===== src/rtl/pi1_arbiter_pkg.sv =====
// ---------------------------------------------------------------------------
// pi1_arbiter_pkg
// Shared definitions for the pi1 round-robin arbiter:
//   - pi1 op encodings (PINOOP/PIWROP/PIRDOP/PIRWOP)
//   - arbiter FSM state constants
//   - clog2 helper for elaboration-time width derivation
// ---------------------------------------------------------------------------
package pi1_arbiter_pkg;

    localparam logic [1:0] PINOOP = 2'b00;
    localparam logic [1:0] PIWROP = 2'b01;
    localparam logic [1:0] PIRDOP = 2'b10;
    localparam logic [1:0] PIRWOP = 2'b11;

    localparam logic [1:0] ST_IDLE  = 2'd0;
    localparam logic [1:0] ST_ISSUE = 2'd1;
    localparam logic [1:0] ST_WAIT  = 2'd2;

    // Ceiling log2; clog2(1) = 0.
    function automatic int clog2(input int value);
        int r;
        r = 0;
        for (int i = 0; i < 31; i++) begin
            if ((1 << i) < value) begin
                r = i + 1;
            end
        end
        return r;
    endfunction

endpackage


===== src/rtl/pi1_rrpick.sv =====
// ---------------------------------------------------------------------------
// pi1_rrpick
// Combinational round-robin picker. Chooses the first pending index strictly
// after last_i, wrapping modulo MASTERCOUNT; last_i itself is chosen only when
// it is the sole pending entry.
// Ports:
//   pending_i [MASTERCOUNT] : one bit per requester
//   last_i    [IDXBITSZ]    : index granted most recently
//   idx_o     [IDXBITSZ]    : chosen index (meaningful when valid_o)
//   valid_o                 : at least one pending bit set
// ---------------------------------------------------------------------------
module pi1_rrpick #(
    parameter int MASTERCOUNT = 2,
    parameter int IDXBITSZ    = 1
) (
    input  logic [MASTERCOUNT-1:0] pending_i,
    input  logic [IDXBITSZ-1:0]    last_i,
    output logic [IDXBITSZ-1:0]    idx_o,
    output logic                   valid_o
);

    logic [IDXBITSZ-1:0]      start;
    logic [2*MASTERCOUNT-1:0] doubled;
    logic [MASTERCOUNT-1:0]   rotated;
    logic [IDXBITSZ-1:0]      offset;
    logic [IDXBITSZ:0]        sum;

    always_comb begin
        // Search begins one past last_i; explicit wrap so non-power-of-2
        // counts behave.
        if (last_i == IDXBITSZ'(MASTERCOUNT - 1)) begin
            start = '0;
        end else begin
            start = last_i + IDXBITSZ'(1);
        end

        // Rotate so bit 0 of 'rotated' is the highest-priority candidate.
        doubled = {pending_i, pending_i};
        rotated = MASTERCOUNT'(doubled >> start);

        // Priority encode: lowest set bit wins (loop runs downward so the
        // last assignment is the lowest index).
        offset  = '0;
        valid_o = 1'b0;
        for (int i = MASTERCOUNT - 1; i >= 0; i--) begin
            if (rotated[i]) begin
                offset  = IDXBITSZ'(i);
                valid_o = 1'b1;
            end
        end

        // Undo the rotation.
        sum = {1'b0, start} + {1'b0, offset};
        if (sum >= (IDXBITSZ + 1)'(MASTERCOUNT)) begin
            sum = sum - (IDXBITSZ + 1)'(MASTERCOUNT);
        end
        idx_o = sum[IDXBITSZ-1:0];
    end

endmodule


===== src/rtl/pi1_arbiter.sv =====
// ---------------------------------------------------------------------------
// pi1_arbiter
// Round-robin arbiter sharing one pi1 slave port among MASTERCOUNT masters.
// Requests are queued by keeping each accepted master stalled (m_rdy_o low)
// and are issued to the slave one at a time.
//
// Handshake semantics (both sides):
//   master m : request accepted on an edge with m_op_i[m]!=PINOOP and
//              m_rdy_o[m]==1; m_rdy_o[m] then stays low until completion,
//              and rises together with valid m_data_o. The master holds
//              op/addr/data/sel stable while m_rdy_o[m] is low.
//   slave    : op accepted on an edge with s_op_o!=PINOOP and s_rdy_i==1;
//              completion is the next later edge with s_rdy_i==1, where
//              s_data_i is captured.
//
// Ports:
//   clk_i, rst_i       : clock, synchronous active-high reset
//   m_op_i/m_addr_i/m_data_i/m_sel_i : packed per-master request fields
//   m_data_o, m_rdy_o  : shared read data, per-master ready
//   s_op_o/s_addr_o/s_data_o/s_sel_o : request to slave (registered)
//   s_data_i, s_rdy_i  : slave response
//   dbg_state_o        : FSM state (IDLE/ISSUE/WAIT)
// ---------------------------------------------------------------------------
module pi1_arbiter
    import pi1_arbiter_pkg::*;
#(
    parameter  int ARCHBITSZ   = 16,
    parameter  int MASTERCOUNT = 2,
    localparam int SELBITSZ    = ARCHBITSZ / 8,
    localparam int ADDRBITSZ   = ARCHBITSZ - clog2(SELBITSZ),
    localparam int IDXBITSZ    = (MASTERCOUNT > 1) ? clog2(MASTERCOUNT) : 1
) (
    input  logic                            clk_i,
    input  logic                            rst_i,
    input  logic [2*MASTERCOUNT-1:0]        m_op_i,
    input  logic [ADDRBITSZ*MASTERCOUNT-1:0] m_addr_i,
    input  logic [ARCHBITSZ*MASTERCOUNT-1:0] m_data_i,
    input  logic [SELBITSZ*MASTERCOUNT-1:0] m_sel_i,
    output logic [ARCHBITSZ-1:0]            m_data_o,
    output logic [MASTERCOUNT-1:0]          m_rdy_o,
    output logic [1:0]                      s_op_o,
    output logic [ADDRBITSZ-1:0]            s_addr_o,
    output logic [ARCHBITSZ-1:0]            s_data_o,
    input  logic [ARCHBITSZ-1:0]            s_data_i,
    output logic [SELBITSZ-1:0]             s_sel_o,
    input  logic                            s_rdy_i,
    output logic [1:0]                      dbg_state_o
);

    logic [1:0]             state_q, state_d;
    logic [IDXBITSZ-1:0]    g_q, g_d;
    logic [IDXBITSZ-1:0]    last_q, last_d;
    logic [MASTERCOUNT-1:0] m_rdy_q, m_rdy_d;
    logic [ARCHBITSZ-1:0]   m_data_q, m_data_d;
    logic [1:0]             s_op_q, s_op_d;
    logic [ADDRBITSZ-1:0]   s_addr_q, s_addr_d;
    logic [ARCHBITSZ-1:0]   s_data_q, s_data_d;
    logic [SELBITSZ-1:0]    s_sel_q, s_sel_d;

    logic [MASTERCOUNT-1:0] pending;
    logic [IDXBITSZ-1:0]    pick_idx;
    logic                   pick_valid;

    // A master is pending exactly while it is stalled.
    assign pending = ~m_rdy_q;

    pi1_rrpick #(
        .MASTERCOUNT (MASTERCOUNT),
        .IDXBITSZ    (IDXBITSZ)
    ) u_rrpick (
        .pending_i (pending),
        .last_i    (last_q),
        .idx_o     (pick_idx),
        .valid_o   (pick_valid)
    );

    always_comb begin
        state_d  = state_q;
        g_d      = g_q;
        last_d   = last_q;
        m_rdy_d  = m_rdy_q;
        m_data_d = m_data_q;
        s_op_d   = s_op_q;
        s_addr_d = s_addr_q;
        s_data_d = s_data_q;
        s_sel_d  = s_sel_q;

        // Accept new requests from every idle master, independent of FSM.
        for (int m = 0; m < MASTERCOUNT; m++) begin
            if (m_rdy_q[m] && (m_op_i[2*m +: 2] != PINOOP)) begin
                m_rdy_d[m] = 1'b0;
            end
        end

        case (state_q)
            ST_IDLE: begin
                if (pick_valid) begin
                    g_d      = pick_idx;
                    s_op_d   = m_op_i[2*int'(pick_idx) +: 2];
                    s_addr_d = m_addr_i[ADDRBITSZ*int'(pick_idx) +: ADDRBITSZ];
                    s_data_d = m_data_i[ARCHBITSZ*int'(pick_idx) +: ARCHBITSZ];
                    s_sel_d  = m_sel_i[SELBITSZ*int'(pick_idx) +: SELBITSZ];
                    state_d  = ST_ISSUE;
                end
            end
            ST_ISSUE: begin
                if (s_rdy_i) begin
                    s_op_d  = PINOOP;
                    state_d = ST_WAIT;
                end
            end
            ST_WAIT: begin
                if (s_rdy_i) begin
                    m_data_d   = s_data_i;
                    m_rdy_d[g_q] = 1'b1;
                    last_d     = g_q;
                    state_d    = ST_IDLE;
                end
            end
            default: begin
                state_d = ST_IDLE;
            end
        endcase
    end

    always_ff @(posedge clk_i) begin
        if (rst_i) begin
            state_q  <= ST_IDLE;
            g_q      <= '0;
            // Master 0 wins the first arbitration after reset.
            last_q   <= IDXBITSZ'(MASTERCOUNT - 1);
            m_rdy_q  <= '1;
            m_data_q <= '0;
            s_op_q   <= PINOOP;
            s_addr_q <= '0;
            s_data_q <= '0;
            s_sel_q  <= '0;
        end else begin
            state_q  <= state_d;
            g_q      <= g_d;
            last_q   <= last_d;
            m_rdy_q  <= m_rdy_d;
            m_data_q <= m_data_d;
            s_op_q   <= s_op_d;
            s_addr_q <= s_addr_d;
            s_data_q <= s_data_d;
            s_sel_q  <= s_sel_d;
        end
    end

    assign m_data_o    = m_data_q;
    assign m_rdy_o     = m_rdy_q;
    assign s_op_o      = s_op_q;
    assign s_addr_o    = s_addr_q;
    assign s_data_o    = s_data_q;
    assign s_sel_o     = s_sel_q;
    assign dbg_state_o = state_q;

endmodule


===== config.mk =====
export PLATFORM = sky130hd
export DESIGN_NAME = pi1_arbiter
export DESIGN_NICKNAME = d
export VERILOG_FILES = /design/src/rtl/pi1_arbiter_pkg.sv /design/src/rtl/pi1_rrpick.sv /design/src/rtl/pi1_arbiter.sv
export SDC_FILE = /design/constraint.sdc
export NUM_CORES = 1
export LEC_CHECK = 0
export BUFFER_PORTS_ARGS = -buffer_cell sky130_fd_sc_hd__buf_2
export CORE_ASPECT_RATIO = 1.2
export CORE_MARGIN = 8
export CORE_UTILIZATION = 40
export DETAILED_ROUTE_END_ITERATION = 12
export PLACE_DENSITY = 0.82
export SYNTH_ARGS = -nofsm -noshare
export SYNTH_HDL_FRONTEND = slang
export SYNTH_SLANG_ARGS = --single-unit

===== constraint.sdc =====
create_clock -name clk_i -period 2.2 [get_ports clk_i]
set_clock_uncertainty 0.1 [all_clocks]
set_input_delay 0.33 -clock clk_i [delete_from_list [all_inputs] [get_ports clk_i]]
set_output_delay 0.33 -clock clk_i [all_outputs]
set_load 0.01 [all_outputs]

* Word level (Yosys, flattened, before mapping)
Cells that the tools add are included.
Storage, ports and cells: register bits after elaboration 57, input port bits 89, output and inout bits 55
Operators by class: add/sub/neg operators 3, multipliers 1, $lt $le $gt $ge 3, equal/unequal tests 5, shift operators 5, mux-type cells 17, bitwise logic cells 2, reduce and logical (&&, ||, !) cells 11
Operators by type and width (count):
- $shiftx 32x6->16 | 1
- $shiftx 30x6->15 | 1
- $mux 2 | 6
- $mux 1 | 8
- $shiftx 4x3->2 | 2
- $ne 2x2->1 const B | 3
- $pmux 2 s3 | 1
- $reduce_and 3->1 | 2
- $reduce_bool 2->1 | 3
- $mul 4x1->5 const A | 1
- $pmux 2 s2 | 1
- $reduce_and 2->1 | 2
- $shr 4x1->2 | 1
- $logic_and 1x1->1 | 3
- $add 1x1->2 | 1
- $eq 2x1->1 const B | 1
- $eq 2x2->1 const B | 1
- $ge 2x2->1 const B | 1
- $logic_not 2->1 | 1
- $lt 1x2->1 const B | 1
- $not 2->2 | 1
- $or 2x2->2 | 1
- $add 1x1->1 const B | 1
- $demux 1 s1 | 1
- other kinds (2) | 2

* Depth between registers and ports, before layout
depth in word-level cells 11, depth in mapped cells 6, gate-level depth less buffers 3

* Modules after synthesis
A second synthesis with hierarchy kept.
Second synthesis, totals: cells, all modules 259, area, all modules 2620.0 um2
By module, submodules not included:
- pi1_arbiter | times used 1, cells an instance 255, area an instance 2595.0 um2
- pi1_rrpick | times used 1, cells an instance 4, area an instance 25.0 um2

* Worst setup path before layout
OpenSTA, ideal clock, no wires.
kind register to register, from register state_q[0], in the netlist dbg_state_o[0], to register s_addr_q[10], in the netlist s_addr_o[10], library setup time 136 ps, arrival time 1331 ps, required time 1964 ps, path slack 633 ps, cell stages (with the launch flop) 7, path through dfxtp_1 > buf_2 > or2_1 > buf_2 > clkbuf_1 > a2111oi_0 > a211oi_1
On the way: cells in the longest elaborated chain, start to end 2
RTL lines:
- from (decl) | line pi1_arbiter.sv:50 | logic [1:0] state_q, state_d;
- from (signal assigned) | line pi1_arbiter.sv:139 | state_q <= state_d;
- $logic_not 2->1 | line pi1_arbiter.sv:95 | case (state_q)
- $reduce_and 2->1 (no line)
- to (signal assigned) | line pi1_arbiter.sv:145 | s_addr_q <= s_addr_d;
- to (decl) | line pi1_arbiter.sv:56 | logic [ADDRBITSZ-1:0] s_addr_q, s_addr_d;
No other way between the ends. A chain may end at the register's enable or synchronous reset.

* Worst setup path in the final report
from register m_rdy_q[0], in the netlist m_rdy_o[0], to register s_op_q[1], in the netlist s_op_o[1]
On the way: cells in the longest elaborated chain, start to end 10, elaborated cells on any way between the ends 14
RTL lines:
- from (decl) | line pi1_arbiter.sv:53 | logic [MASTERCOUNT-1:0] m_rdy_q, m_rdy_d;
- from (signal assigned) | line pi1_arbiter.sv:142 | m_rdy_q <= m_rdy_d;
- $not 2->2 (*) | line pi1_arbiter.sv:65 | assign pending = ~m_rdy_q;
- $shr 4x1->2 (*) | line pi1_rrpick.sv:39 | rotated = MASTERCOUNT'(doubled >> start);
- $mux 1 (2 in a row) | line pi1_rrpick.sv:46 | if (rotated[i]) begin
- $add 1x1->2 | line pi1_rrpick.sv:53 | sum = {1'b0, start} + {1'b0, offset};
- $ge 2x2->1 or $sub 1x1->1 (tied branches) | line pi1_rrpick.sv:54, pi1_rrpick.sv:55
- $mux 1 | line pi1_rrpick.sv:54 | if (sum >= (IDXBITSZ + 1)'(MASTERCOUNT)) begin
- $shiftx 4x3->2 | line pi1_arbiter.sv:99 | s_op_d = m_op_i[2*int'(pick_idx) +: 2];
- $mux 2 | line pi1_arbiter.sv:97 | if (pick_valid) begin
- $pmux 2 s2 | line pi1_arbiter.sv:95
- to (signal assigned) | line pi1_arbiter.sv:144 | s_op_q <= s_op_d;
- to (decl) | line pi1_arbiter.sv:55 | logic [1:0] s_op_q, s_op_d;
Mark *: on every way between the ends. The rest lies on a longest branch, timed or not. The select of a mux whose other input is x is not followed.

==> key figures <==
Status
  • Outcome: completed

Logic synthesis
  • Synth Register Bits: 57
  • EDFF count, synth: 0
  • Net count after synthesis: 401
  • Post-synthesis compound-gate area fraction: 35.6%
  • Top-count cell post-synth: dfxtp_1
  • Post-synth top cells: dfxtp_1 (57), nand2_1 (37), nor2_1 (37)
  • Top post-synthesis cells by area: dfxtp_1 (43%), a2111oi_0 (9.6%), a211oi_1 (8.2%)
  • Synthesized-area fraction occupied by and/or/nand/nor cells: 13.3%
  • XOR/XNOR Fraction of Synth Area: 0%
  • Synth Flop Type: dfxtp_1
  • Cells after Synth: 312
  • Ys async rst share: 0%
  • Synth Area in Adders: 0.521%
  • Yosys top cell area share: 43.2%
  • Mapped Area: 0.00264 mm²
  • Largest area contributor in the netlist: dfxtp_1
  • Seq/Total Area, Yosys: 43.2%
  • YS warnings: 0
  • Syn Area/Cell: 8.47 µm²
  • Cell variety after synth: 26
  • Main combinational cell family by area after synthesis: compound AO/OA/AOI/OAI gates
  • Post-synthesis mux area share: 0%

Clock tree
  • # H-tree levels: 3
  • CTS Buffer Depth: 2
  • Post-CTS sizing: 0
  • Hold Buf Count CTS: 0
  • Inserted Clock Buffers: 9
  • CTS root buffer: clkbuf_8
  • CTS tree: yes
  • Worst-path clk slew: 60 ps
  • Clk sinks: 57
  • Clock Latency Late Sink: 330 ps
  • Post-CTS Setup Bufs: 0

Detailed routing
  • Drt total wl: 8760 µm
  • Vias after detailed routing: 2,901
  • Routed len/inst: 16.5 µm
  • Total iterations of the first detailed-routing run: 4
  • Vias per cell: 5.46
  • Initial DRC Count: 229
  • Final ANT Viol Nets: 0
  • # DRC: 0

Final layout
  • Footprint of the multi-input gates: 0.00131 mm²
  • Layout cell share with drive strength beyond 1: 40.4%
  • Reg area: 0.00114 mm²
  • Non-filler cells, final: 531
  • Final #Nets: 530
  • # fillers: 613
  • Area Overhead vs Synth: 35.6%
  • Diodes inserted: 0

Timing
  • Period minus WS final: 1900 ps
  • RSZ-0062 raised after global routing: no
  • Setup TNS: 0 ps
  • Slew HR: 58.7%
  • Final Max Slew Viols: 0
  • Final setup fails: 0
  • Hold Slack: 132 ps
  • Worst-Margin Slew: 618 ps
  • Min setup slack post-route: 305 ps
  • Hold Violations, Final: 0
  • Max Fclk: 0.528 GHz
  • Fin crit share: 86.2%

Power
  • Clk pwr share: 35.8%
  • Max VDD drop: 0.408 mV
  • Int Power: 1.97 mW
  • Power per cell area: 781 mW/mm²
  • Switching Fraction: 29.6%
  • Flop pwr share: 42.6%
  • Sw Pwr: 0.828 mW
  • P_leak: 1.56 nW
  • Comb pwr share: 21.6%

Floorplan
  • Row count: 32
  • DIE HEIGHT: 105 µm
  • Initial Utilization: 41.3%
  • Core Footprint: 0.00641 mm²
  • Die Width: 90.2 µm
  • I/O Pins: 144
  • Die area: 0.00948 mm²

Setup path
  • CP startpoint kind: flip-flop
  • Max FO, Critical Path: 37
  • CP arrival: 1990 ps
  • Kind of critical path: flip-flop to flip-flop
  • Worst Path Required: 2290 ps
  • Crit. End Element: flip-flop

Global routing
  • Tot GR Track Use: 18.0%
  • Number of global-route vias before repair: 3,049
  • First-pass GRT wire length: 14,400 µm
  • Initial antenna violation count: 0
  • Grt total ovfl: 0
  • Pin count of the biggest net entering global routing: 38

Hold path
  • Classification of the worst-slack hold path: input port to flip-flop

Placement
  • Placed cell count: 515
  • Global placement routability congestion: 0.770
  • I/O Buffers: 143
  • Hpwl dp: 6210 µm
  • Dpl ws: 311 ps

Job
  • Max Cap Violations: 0
==> power by group through the flow <==
stage / combinational, mW / sequential, mW / clock (mW)
2_1_floorplan: 0.309 / 1.25 / 0
3_3_place_gp: 0.597 / 1.21 / 0
3_5_place_dp: 0.608 / 1.21 / 0
4_1_cts: 0.609 / 1.19 / 1.02
5_1_grt: 0.667 / 1.21 / 1.07
6_report: 0.605 / 1.19 / 1.00
==> placed cells by master, fill, tap and decap left out, drive strengths merged, types with 2 or more instances in the layout <==
cell type	count
dfxtp	57
o21ai	35
and3b	2
buf	153
nand3b	2
a21oi	21
nand2	37
o221ai	2
a211oi	34
clkbuf	15
o2111ai	2
a2111oi	33
nor2	37
a211o	2
nand3	2
nor2b	3
inv	4
==> state kept, by name, summed over array words and instances, names as in the netlist <==
| register | cells |
|---|---|
| last_q | 1 |
| m_data_o | 16 |
| m_rdy_o | 2 |
| s_op_o | 2 |
| dbg_state_o | 2 |
| s_addr_o | 15 |
| s_sel_o | 2 |
| s_data_o | 16 |
| g_q | 1 |
==> kinds of logic (layout without fill, tap and decap cells) <==
| logic type | after synthesis | after routing |
|---|---|---|
| flip-flops | 57 | 57 |
| AND/OR/NAND/NOR | 85 | 85 |
| adder cells (fa/ha/maj) | 1 | 1 |
| buffers and inverters | 39 | 173 |
| AO/OA/AOI/OAI | 130 | 130 |
==> cell type report <==
class,count,share of cell area (%)
sequential,57,31.8
tap,85,2.97
multi-input combinational,216,36.5
clock buffer,15,5.76
timing repair buffer,153,22.4
clock inverter,1,0.140
inverter,4,0.419
==> path summary, 6_finish.rpt <==
| kind | start | end | slack [ps] | depth (start not counted) |
|---|---|---|---|---|
| max | m_rdy_o[0] | s_op_o[1] | 300 | 3 |
| min reg2reg | m_data_o[10] | m_data_o[10] | 350 | 2 |
| min | s_data_i[15] | m_data_o[15] | 130 | 3 |
| max reg2reg | m_rdy_o[0] | s_op_o[1] | 300 | 3 |
==> stage by stage <==
step           power [mW]  cell area (µm²)  utilization [%]
6_report             2.80             3580             56.0
5_1_grt              2.94             3580             56.0
4_1_cts              2.82             3580             56.0
3_5_place_dp         1.82             3370             52.7
3_3_place_gp         1.81             3370             52.7
2_1_floorplan        1.56             2640                -
==> critical path, cell delays in order (launching register included) <==
cell,delay (ps)
dfxtp_1,390
inv_2,480
maj3_4,600
o221ai_1,190
==> layer usage <==
layer / wire length, µm / track usage [%] / vias to the layer above / part of all wire (%)
met5: 0 / 0 / - / 0
met4: 147 / 7.87 / 0 / 1.7
met3: 1020 / 8.59 / 13 / 12
met2: 4230 / 29.9 / 144 / 48
li1: - / - / 1417 / -
met1: 3360 / 19.0 / 1327 / 38
Note: power is estimated with default switching activity, not from simulation.
